==> config.mk <==
export PLATFORM = sky130hd
export DESIGN_NAME = id_pipe_stage
export DESIGN_NICKNAME = d
export VERILOG_FILES = /design/src/rtl/id_pipe_stage.sv
export SDC_FILE = /design/constraint.sdc
export NUM_CORES = 1
export LEC_CHECK = 0
export ABC_AREA = 1
export CAP_MARGIN = 15
export CORE_ASPECT_RATIO = 2
export CORE_UTILIZATION = 45
export DETAILED_ROUTE_END_ITERATION = 10
export PLACE_DENSITY = 0.85
export SETUP_SLACK_MARGIN = 0.1
export SLEW_MARGIN = 20
export SYNTH_ARGS = -nofsm -noshare
export SYNTH_HDL_FRONTEND = slang
export SYNTH_SLANG_ARGS = --single-unit
==> constraint.sdc <==
create_clock -name clk -period 3.4 [get_ports clk]
set_clock_uncertainty 0.2 [all_clocks]
set_input_delay 0.68 -clock clk [delete_from_list [all_inputs] [get_ports clk]]
set_output_delay 0.68 -clock clk [all_outputs]
set_load 0.03 [all_outputs]
==> src/rtl/id_pipe_stage.sv <==
// Instruction-decode pipeline stage for a small MIPS-like core.
// Decodes the fetched word and registers the control bits, register
// specifiers, extended immediate and PC into the ID/EX boundary.
// Load-use hazards are resolved by inserting a bubble and stalling fetch.
// Squashes, downstream back-pressure and bubble insertion are also handled here.
module id_pipe_stage #(
    parameter int XLEN     = 32,
    parameter bit SIGN_EXT = 1'b1,
    parameter int CNT_W    = 16
) (
    input  logic             clk,
    input  logic             rst,
    input  logic             if_valid,
    input  logic [31:0]      instruction,
    input  logic [XLEN-1:0]  pc,
    input  logic             flush,
    input  logic             ex_hold,
    output logic             id_valid,
    output logic             reg_dest,
    output logic             alu_src,
    output logic             mem_to_reg,
    output logic             reg_write,
    output logic             mem_read,
    output logic             mem_write,
    output logic             branch,
    output logic [1:0]       alu_op,
    output logic             illegal,
    output logic [4:0]       rs,
    output logic [4:0]       rt,
    output logic [4:0]       rd,
    output logic [XLEN-1:0]  imm_ext,
    output logic [5:0]       funct_code,
    output logic [XLEN-1:0]  pc_out,
    output logic             if_stall,
    output logic [CNT_W-1:0] bubble_cnt
);

    localparam logic [5:0] OP_RTYPE = 6'b000000;
    localparam logic [5:0] OP_LW    = 6'b100011;
    localparam logic [5:0] OP_SW    = 6'b101011;
    localparam logic [5:0] OP_BEQ   = 6'b000100;
    localparam logic [5:0] OP_ADDI  = 6'b001000;

    typedef struct packed {
        logic       reg_dest;
        logic       alu_src;
        logic       mem_to_reg;
        logic       reg_write;
        logic       mem_read;
        logic       mem_write;
        logic       branch;
        logic [1:0] alu_op;
        logic       illegal;
    } ctrl_t;

    // Field extraction from the incoming word
    logic [5:0]      w_opcode;
    logic [4:0]      w_rs;
    logic [4:0]      w_rt;
    logic [4:0]      w_rd;
    logic [5:0]      w_funct;
    logic [XLEN-1:0] w_imm_ext;
    ctrl_t           w_ctrl;
    logic            w_rt_is_src;
    logic            w_hazard;

    // ID/EX boundary registers
    logic            r_valid;
    ctrl_t           r_ctrl;
    logic [4:0]      r_rs;
    logic [4:0]      r_rt;
    logic [4:0]      r_rd;
    logic [5:0]      r_funct;
    logic [XLEN-1:0] r_imm;
    logic [XLEN-1:0] r_pc;
    logic [CNT_W-1:0] r_bubble_cnt;

    assign w_opcode  = instruction[31:26];
    assign w_rs      = instruction[25:21];
    assign w_rt      = instruction[20:16];
    assign w_rd      = instruction[15:11];
    assign w_funct   = instruction[5:0];
    assign w_imm_ext = SIGN_EXT ? {{(XLEN-16){instruction[15]}}, instruction[15:0]}
                                : {{(XLEN-16){1'b0}}, instruction[15:0]};

    // Main decoder: opcode to control bits, plus whether rt is read as a source
    always_comb begin
        // NOTE: every output of this block gets a default first so no path can infer a latch.
        w_ctrl      = '0;
        w_rt_is_src = 1'b0;
        case (w_opcode)
            OP_RTYPE: begin
                w_ctrl.reg_dest  = 1'b1;
                w_ctrl.reg_write = 1'b1;
                w_ctrl.alu_op    = 2'b10;
                w_rt_is_src      = 1'b1;
            end
            OP_LW: begin
                w_ctrl.alu_src    = 1'b1;
                w_ctrl.mem_to_reg = 1'b1;
                w_ctrl.reg_write  = 1'b1;
                w_ctrl.mem_read   = 1'b1;
            end
            OP_SW: begin
                w_ctrl.alu_src   = 1'b1;
                w_ctrl.mem_write = 1'b1;
                w_rt_is_src      = 1'b1;
            end
            OP_BEQ: begin
                w_ctrl.branch = 1'b1;
                w_ctrl.alu_op = 2'b01;
                w_rt_is_src   = 1'b1;
            end
            OP_ADDI: begin
                w_ctrl.alu_src   = 1'b1;
                w_ctrl.reg_write = 1'b1;
            end
            default: w_ctrl.illegal = if_valid;
        endcase
    end

    // A load in ID whose destination is read by the incoming instruction.
    // Register $0 is never a real dependency.
    assign w_hazard = r_valid & r_ctrl.mem_read & (r_rt != 5'd0) & if_valid &
                      ((r_rt == w_rs) | ((r_rt == w_rt) & w_rt_is_src));

    assign if_stall = ~flush & (ex_hold | w_hazard);

    // Pipeline register update, priority rst > flush > ex_hold > hazard > load
    always_ff @(posedge clk) begin
        if (rst) begin
            // NOTE: non-blocking assignments keep every register sampling pre-edge values.
            r_valid <= 1'b0;
            r_ctrl  <= '0;
            r_rs    <= '0;
            r_rt    <= '0;
            r_rd    <= '0;
            r_funct <= '0;
            r_imm   <= '0;
            r_pc    <= '0;
        end else if (flush) begin
            r_valid <= 1'b0;
            r_ctrl  <= '0;
        end else if (ex_hold) begin
            r_valid <= r_valid;
        end else if (w_hazard) begin
            // Bubble: controls cleared so nothing downstream writes state
            r_valid <= 1'b0;
            r_ctrl  <= '0;
        end else begin
            r_valid <= if_valid;
            r_ctrl  <= if_valid ? w_ctrl : '0;
            r_rs    <= w_rs;
            r_rt    <= w_rt;
            r_rd    <= w_rd;
            r_funct <= w_funct;
            r_imm   <= w_imm_ext;
            r_pc    <= pc;
        end
    end

    // Saturating count of hazard bubbles; flush squashes are not counted
    always_ff @(posedge clk) begin
        if (rst) begin
            r_bubble_cnt <= '0;
        end else if (~flush & ~ex_hold & w_hazard & (r_bubble_cnt != '1)) begin
            r_bubble_cnt <= r_bubble_cnt + 1'b1;
        end
    end

    assign id_valid   = r_valid;
    assign reg_dest   = r_ctrl.reg_dest;
    assign alu_src    = r_ctrl.alu_src;
    assign mem_to_reg = r_ctrl.mem_to_reg;
    assign reg_write  = r_ctrl.reg_write;
    assign mem_read   = r_ctrl.mem_read;
    assign mem_write  = r_ctrl.mem_write;
    assign branch     = r_ctrl.branch;
    assign alu_op     = r_ctrl.alu_op;
    assign illegal    = r_ctrl.illegal;
    assign rs         = r_rs;
    assign rt         = r_rt;
    assign rd         = r_rd;
    assign imm_ext    = r_imm;
    assign funct_code = r_funct;
    assign pc_out     = r_pc;
    assign bubble_cnt = r_bubble_cnt;

endmodule

# After elaboration in Yosys (flattened, before gate mapping)
# Index checks and enable logic that the tools add are counted.
[word_totals]
ff_bits = 96
inputBits = 69
output_inout_bits = 113
elab_cells = 59
[op_classes]
n_addsub = 1
n_eq_ne = 7
n_mux = 12
n_bitwise = 14
n_reduce_logical = 8
[ops]
columns = ["op", "n"]
rows = [
  ["10-bit 2-to-1 mux", 2],
  ["16-bit by 1-bit adder with 16-bit output, second input constant", 1],
  ["16-bit != test, second input constant", 1],
  ["6-bit equality test, second input constant", 2],
  ["5-bit equality test", 2],
  ["1-bit AND", 9],
  ["1-bit 2-to-1 mux", 9],
  ["3-bit OR reduction", 3],
  ["6-bit by 3-bit equality test with 1-bit output, second input constant", 1],
  ["6-bit by 4-bit equality test with 1-bit output, second input constant", 1],
  ["6-bit logical NOT", 1],
  ["5-bit nonzero test", 1],
  ["5-bit OR reduction", 1],
  ["2-bit case mux with 2 select lines", 1],
  ["1-bit inverter", 3],
  ["3-bit AND reduction", 1],
  ["1-bit OR", 2],
  ["2-bit OR reduction", 1],
]

# Logic depth before layout (Yosys ltp)
[logic_depth]
depth_word = 8
mapped_depth = 14
mapped_depth_nobuf = 13

# Worst setup path after synthesis
# No wires, ideal clock.
[synth_path]
path_kind = "input to output"
startpoint = "input port instruction[27]"
endpoint = "output port if_stall"
arrival_ns = 2.008
required_time_ns = 2.520
slack_ns = 0.512
cell_stages = 8
path_buffers = 1
cell_sequence = "nor2_1 -> nand3_1 -> nand3_1 -> nand3_1 -> nand2_2 -> nand2_4 -> buf_2 -> a21oi_1"
[synth_between]
elab_chain_len = 8
word_cells_on_any_way = 10
classes_between = "2 x eq/ne; 1 x mux; 5 x bitwise; 2 x reduce/logical"
[synth_lines]
columns = ["element", "line", "source"]
rows = [
  ["start: declaration", "14", "input logic [31:0] instruction,"],
  ["6-bit by 3-bit equality test with 1-bit output, or another cell as far along", "91", "case (w_opcode)"],
  ["3-bit OR reduction (no source line) *", "n/a", ""],
  ["1-bit 2-to-1 mux *", "91", ""],
  ["1-bit AND *", "125", "((r_rt == w_rs) | ((r_rt == w_rt) & w_rt_is_src));"],
  ["1-bit OR *", "125", ""],
  ["1-bit AND *", "124", "assign w_hazard = r_valid & r_ctrl.mem_read & (r_rt != 5'd0) & if_valid &"],
  ["1-bit OR *", "127", "assign if_stall = ~flush & (ex_hold | w_hazard);"],
  ["1-bit AND *", "127", ""],
  ["end: declaration", "34", "output logic if_stall,"],
]
# Mark *: on every way between the ends. The rest lies on a longest branch, timed or not.

# Final worst setup path
[layout_path]
startpoint = "input port instruction[30]"
endpoint = "output port if_stall"
# Same word-level chain as after synthesis.

==> flow_summary.json <==
{
  "synth_nets": 639,
  "antenna_cells": 0,
  "io_buffers": 181,
  "peakVddDrop_uv": 347,
  "vias": 4494,
  "cp_data_arrival_time_ns": 2.30,
  "max_freq_mhz": 314,
  "largest_reg_flops": 32,
  "grt_pass1_wl_mm": 19.2,
  "cts_buffers": 9,
  "firstDrtPassIters": 6,
  "ff2ff_setup_slack_ns": 1.22,
  "fill_cells": 737,
  "synth_cell_types": 27,
  "syn_area_mm2": 0.00403,
  "crit_path_start_kind": "input port",
  "synthCells": 569,
  "antenna_found_initial": 0,
  "rows": 48,
  "cts_hold_buffers": 0,
  "fin_crit_ns": 3.18,
  "status": "completed",
  "pin_count": 182,
  "num-nets-final": 775,
  "core_mm2": 0.00865,
  "rsz0062_at_grt": "no",
  "drt_drc_violations_left": 0,
  "yosys_warnings": 0,
  "synth-seq-cells": 83,
  "p_leak_nw": 2.34,
  "tns_ns": 0,
  "hold_slack_ns": 0.262,
  "finalCritPeriodShare_pct": 93.6,
  "cts.clk_slew.worst_paths_ns": 0.06,
  "endpoint_kind": "output pin",
  "drv_cap": 0,
  "dpl.hpwl_mm": 9.33,
  "clockRootBuffer": "clkbuf_16",
  "p_per_area_mw_per_mm2": 419,
  "via_per_inst": 5.55,
  "grt_overflow_total": 0,
  "maxSlewViolCount": 0,
  "finalWeightedCongestion": 0.834,
  "clock_sinks": 83,
  "detail-route-antenna-nets": 0,
  "start_util_pct": 46.6,
  "die_area_mm2": 0.00936,
  "crit_type": "in2out",
  "layout_common_cells": "179 x clkdlybuf4s50_1, 116 x nand2_1, 83 x dfxtp_1, 78 x nand4_1, 67 x a21oi_1",
  "register_area_mm2": 0.00166,
  "clk_latency_ns": 0.33,
  "path_max_fanout": 4,
  "area_growth_pct": 48.7,
  "tightest_slew_ns": 0.610,
  "die-width_um": 68.9,
  "grt_max_degree": 56,
  "multiInputGateArea_mm2": 0.00178,
  "h-tree-depth": 3,
  "cts_tree": "done",
  "wl_per_cell_um": 15.8,
  "syn_area_per_cell_um2": 7.08,
  "drt_iter0_drc": 365,
  "hold_viol": 0,
  "finalSetupViolations": 0,
  "routed_wl_mm": 12.8,
  "relSlewSlack_pct": 59.3,
  "die_y_um": 136,
  "layout_commonest_cell": "clkdlybuf4s50_1",
  "cts_max_path_buffers": 2,
  "min_path_type": "reg2reg",
  "layout-drive-gt1-share_pct": 5.07,
  "worstPathRequired_ns": 2.52,
  "seq_area_frac_synth_pct": 41.2,
  "grt.total_usage_pct": 27.4,
  "grt_pass1_vias": 4184
}
==> logic make-up (layout without fill, tap and decap cells) <==
kind of cell | after synthesis | after routing | synth area share (%)
XOR/XNOR | 6 | 6 | 1.30
adder cells (fa/ha/maj) | 1 | 1 | 0.311
buffers and inverters | 120 | 261 | 14.7
flip-flops | 83 | 83 | 41.2
AO/OA/AOI/OAI | 83 | 83 | 10.5
AND/OR/NAND/NOR | 276 | 276 | 32.0
==> where the power goes <==
part	leakage (nW)	internal, W	switching [W]
sequential	0.676	0.00101	0.0000248
combinational	1.51	0.000191	0.000231
clock	0.159	0.000682	0.000377
total	2.34	0.00188	0.000633
==> Yosys cell counts (all sizes together) <==
cell type	instances	area (µm²)
buf	45	312
clkinv	1	3.75
o21bai	1	7.51
or2	2	12.5
inv	53	199
xor2	4	35.0
nand3	17	97.6
nand4	78	488
nor2	58	218
a21oi	67	335
ha	1	12.5
dfxtp	83	1660
nand2	118	453
nor4	1	6.26
nand3b	1	7.51
nor3	1	5.00
clkbuf	21	78.8
o21ai	13	65.1
xnor2	2	17.5
o22ai	1	6.26
o211ai	1	7.51
==> routing by layer <==
metal  track usage, %  vias up  wire length, µm  part of all wire (%)
li1                 -     2144                -                     -
met1             26.5     2081             4280                    33
met2             48.8      215             6890                    54
met3             6.63       54              936                   7.3
met4             17.3        0              710                   5.5
met5                0        -                0                     0
==> critical path: stages <==
cell,delay [ns]
clkdlybuf4s50_1,0.44
nor2_1,0.21
nand3_1,0.18
nand3_2,0.13
nand3_1,0.11
nand2_2,0.11
nand2_4,0.07
a21oi_1,0.18
buf_4,0.19
==> path summary, 6_finish.rpt <==
| check | start | end | cells after the start |
|---|---|---|---|
| min | imm_ext[10] | imm_ext[10] | 2 |
| min reg2reg | imm_ext[10] | imm_ext[10] | 2 |
| max reg2reg | rt[2] | bubble_cnt[2] | 11 |
| max | instruction[30] | if_stall | 9 |
==> final cells by class <==
cell class              instances  area share [%]
repair buffers                191            31.6
multi-input cells             366            29.7
flip-flops and latches         83            27.7
clock buffers                  12            4.28
inverters                      54            3.38
well taps                     100            2.09
clock inverters                 4            1.21
==> per-stage QoR <==
stage / total power [W] / area [µm²] / setup slack, ns / util (%) / cells
floorplan: 0.00128 / 4030 / 0.512 / - / 569
CTS: 0.00252 / 5980 / 0.196 / 69.2 / 810
global route: 0.00260 / 5990 / 0.126 / 69.3 / 810
global placement: 0.00146 / 5660 / 0.311 / 65.4 / 794
finish: 0.00251 / 5990 / 0.219 / 69.3 / 810
detailed placement: 0.00147 / 5660 / 0.208 / 65.4 / 794
==> what timing repair did <==
item,4_1_cts,5_1_grt
resized for setup,0,1
endpoints found under the setup margin,0,1
buffers inserted,0,0
Power figures use the tool's default switching activity.
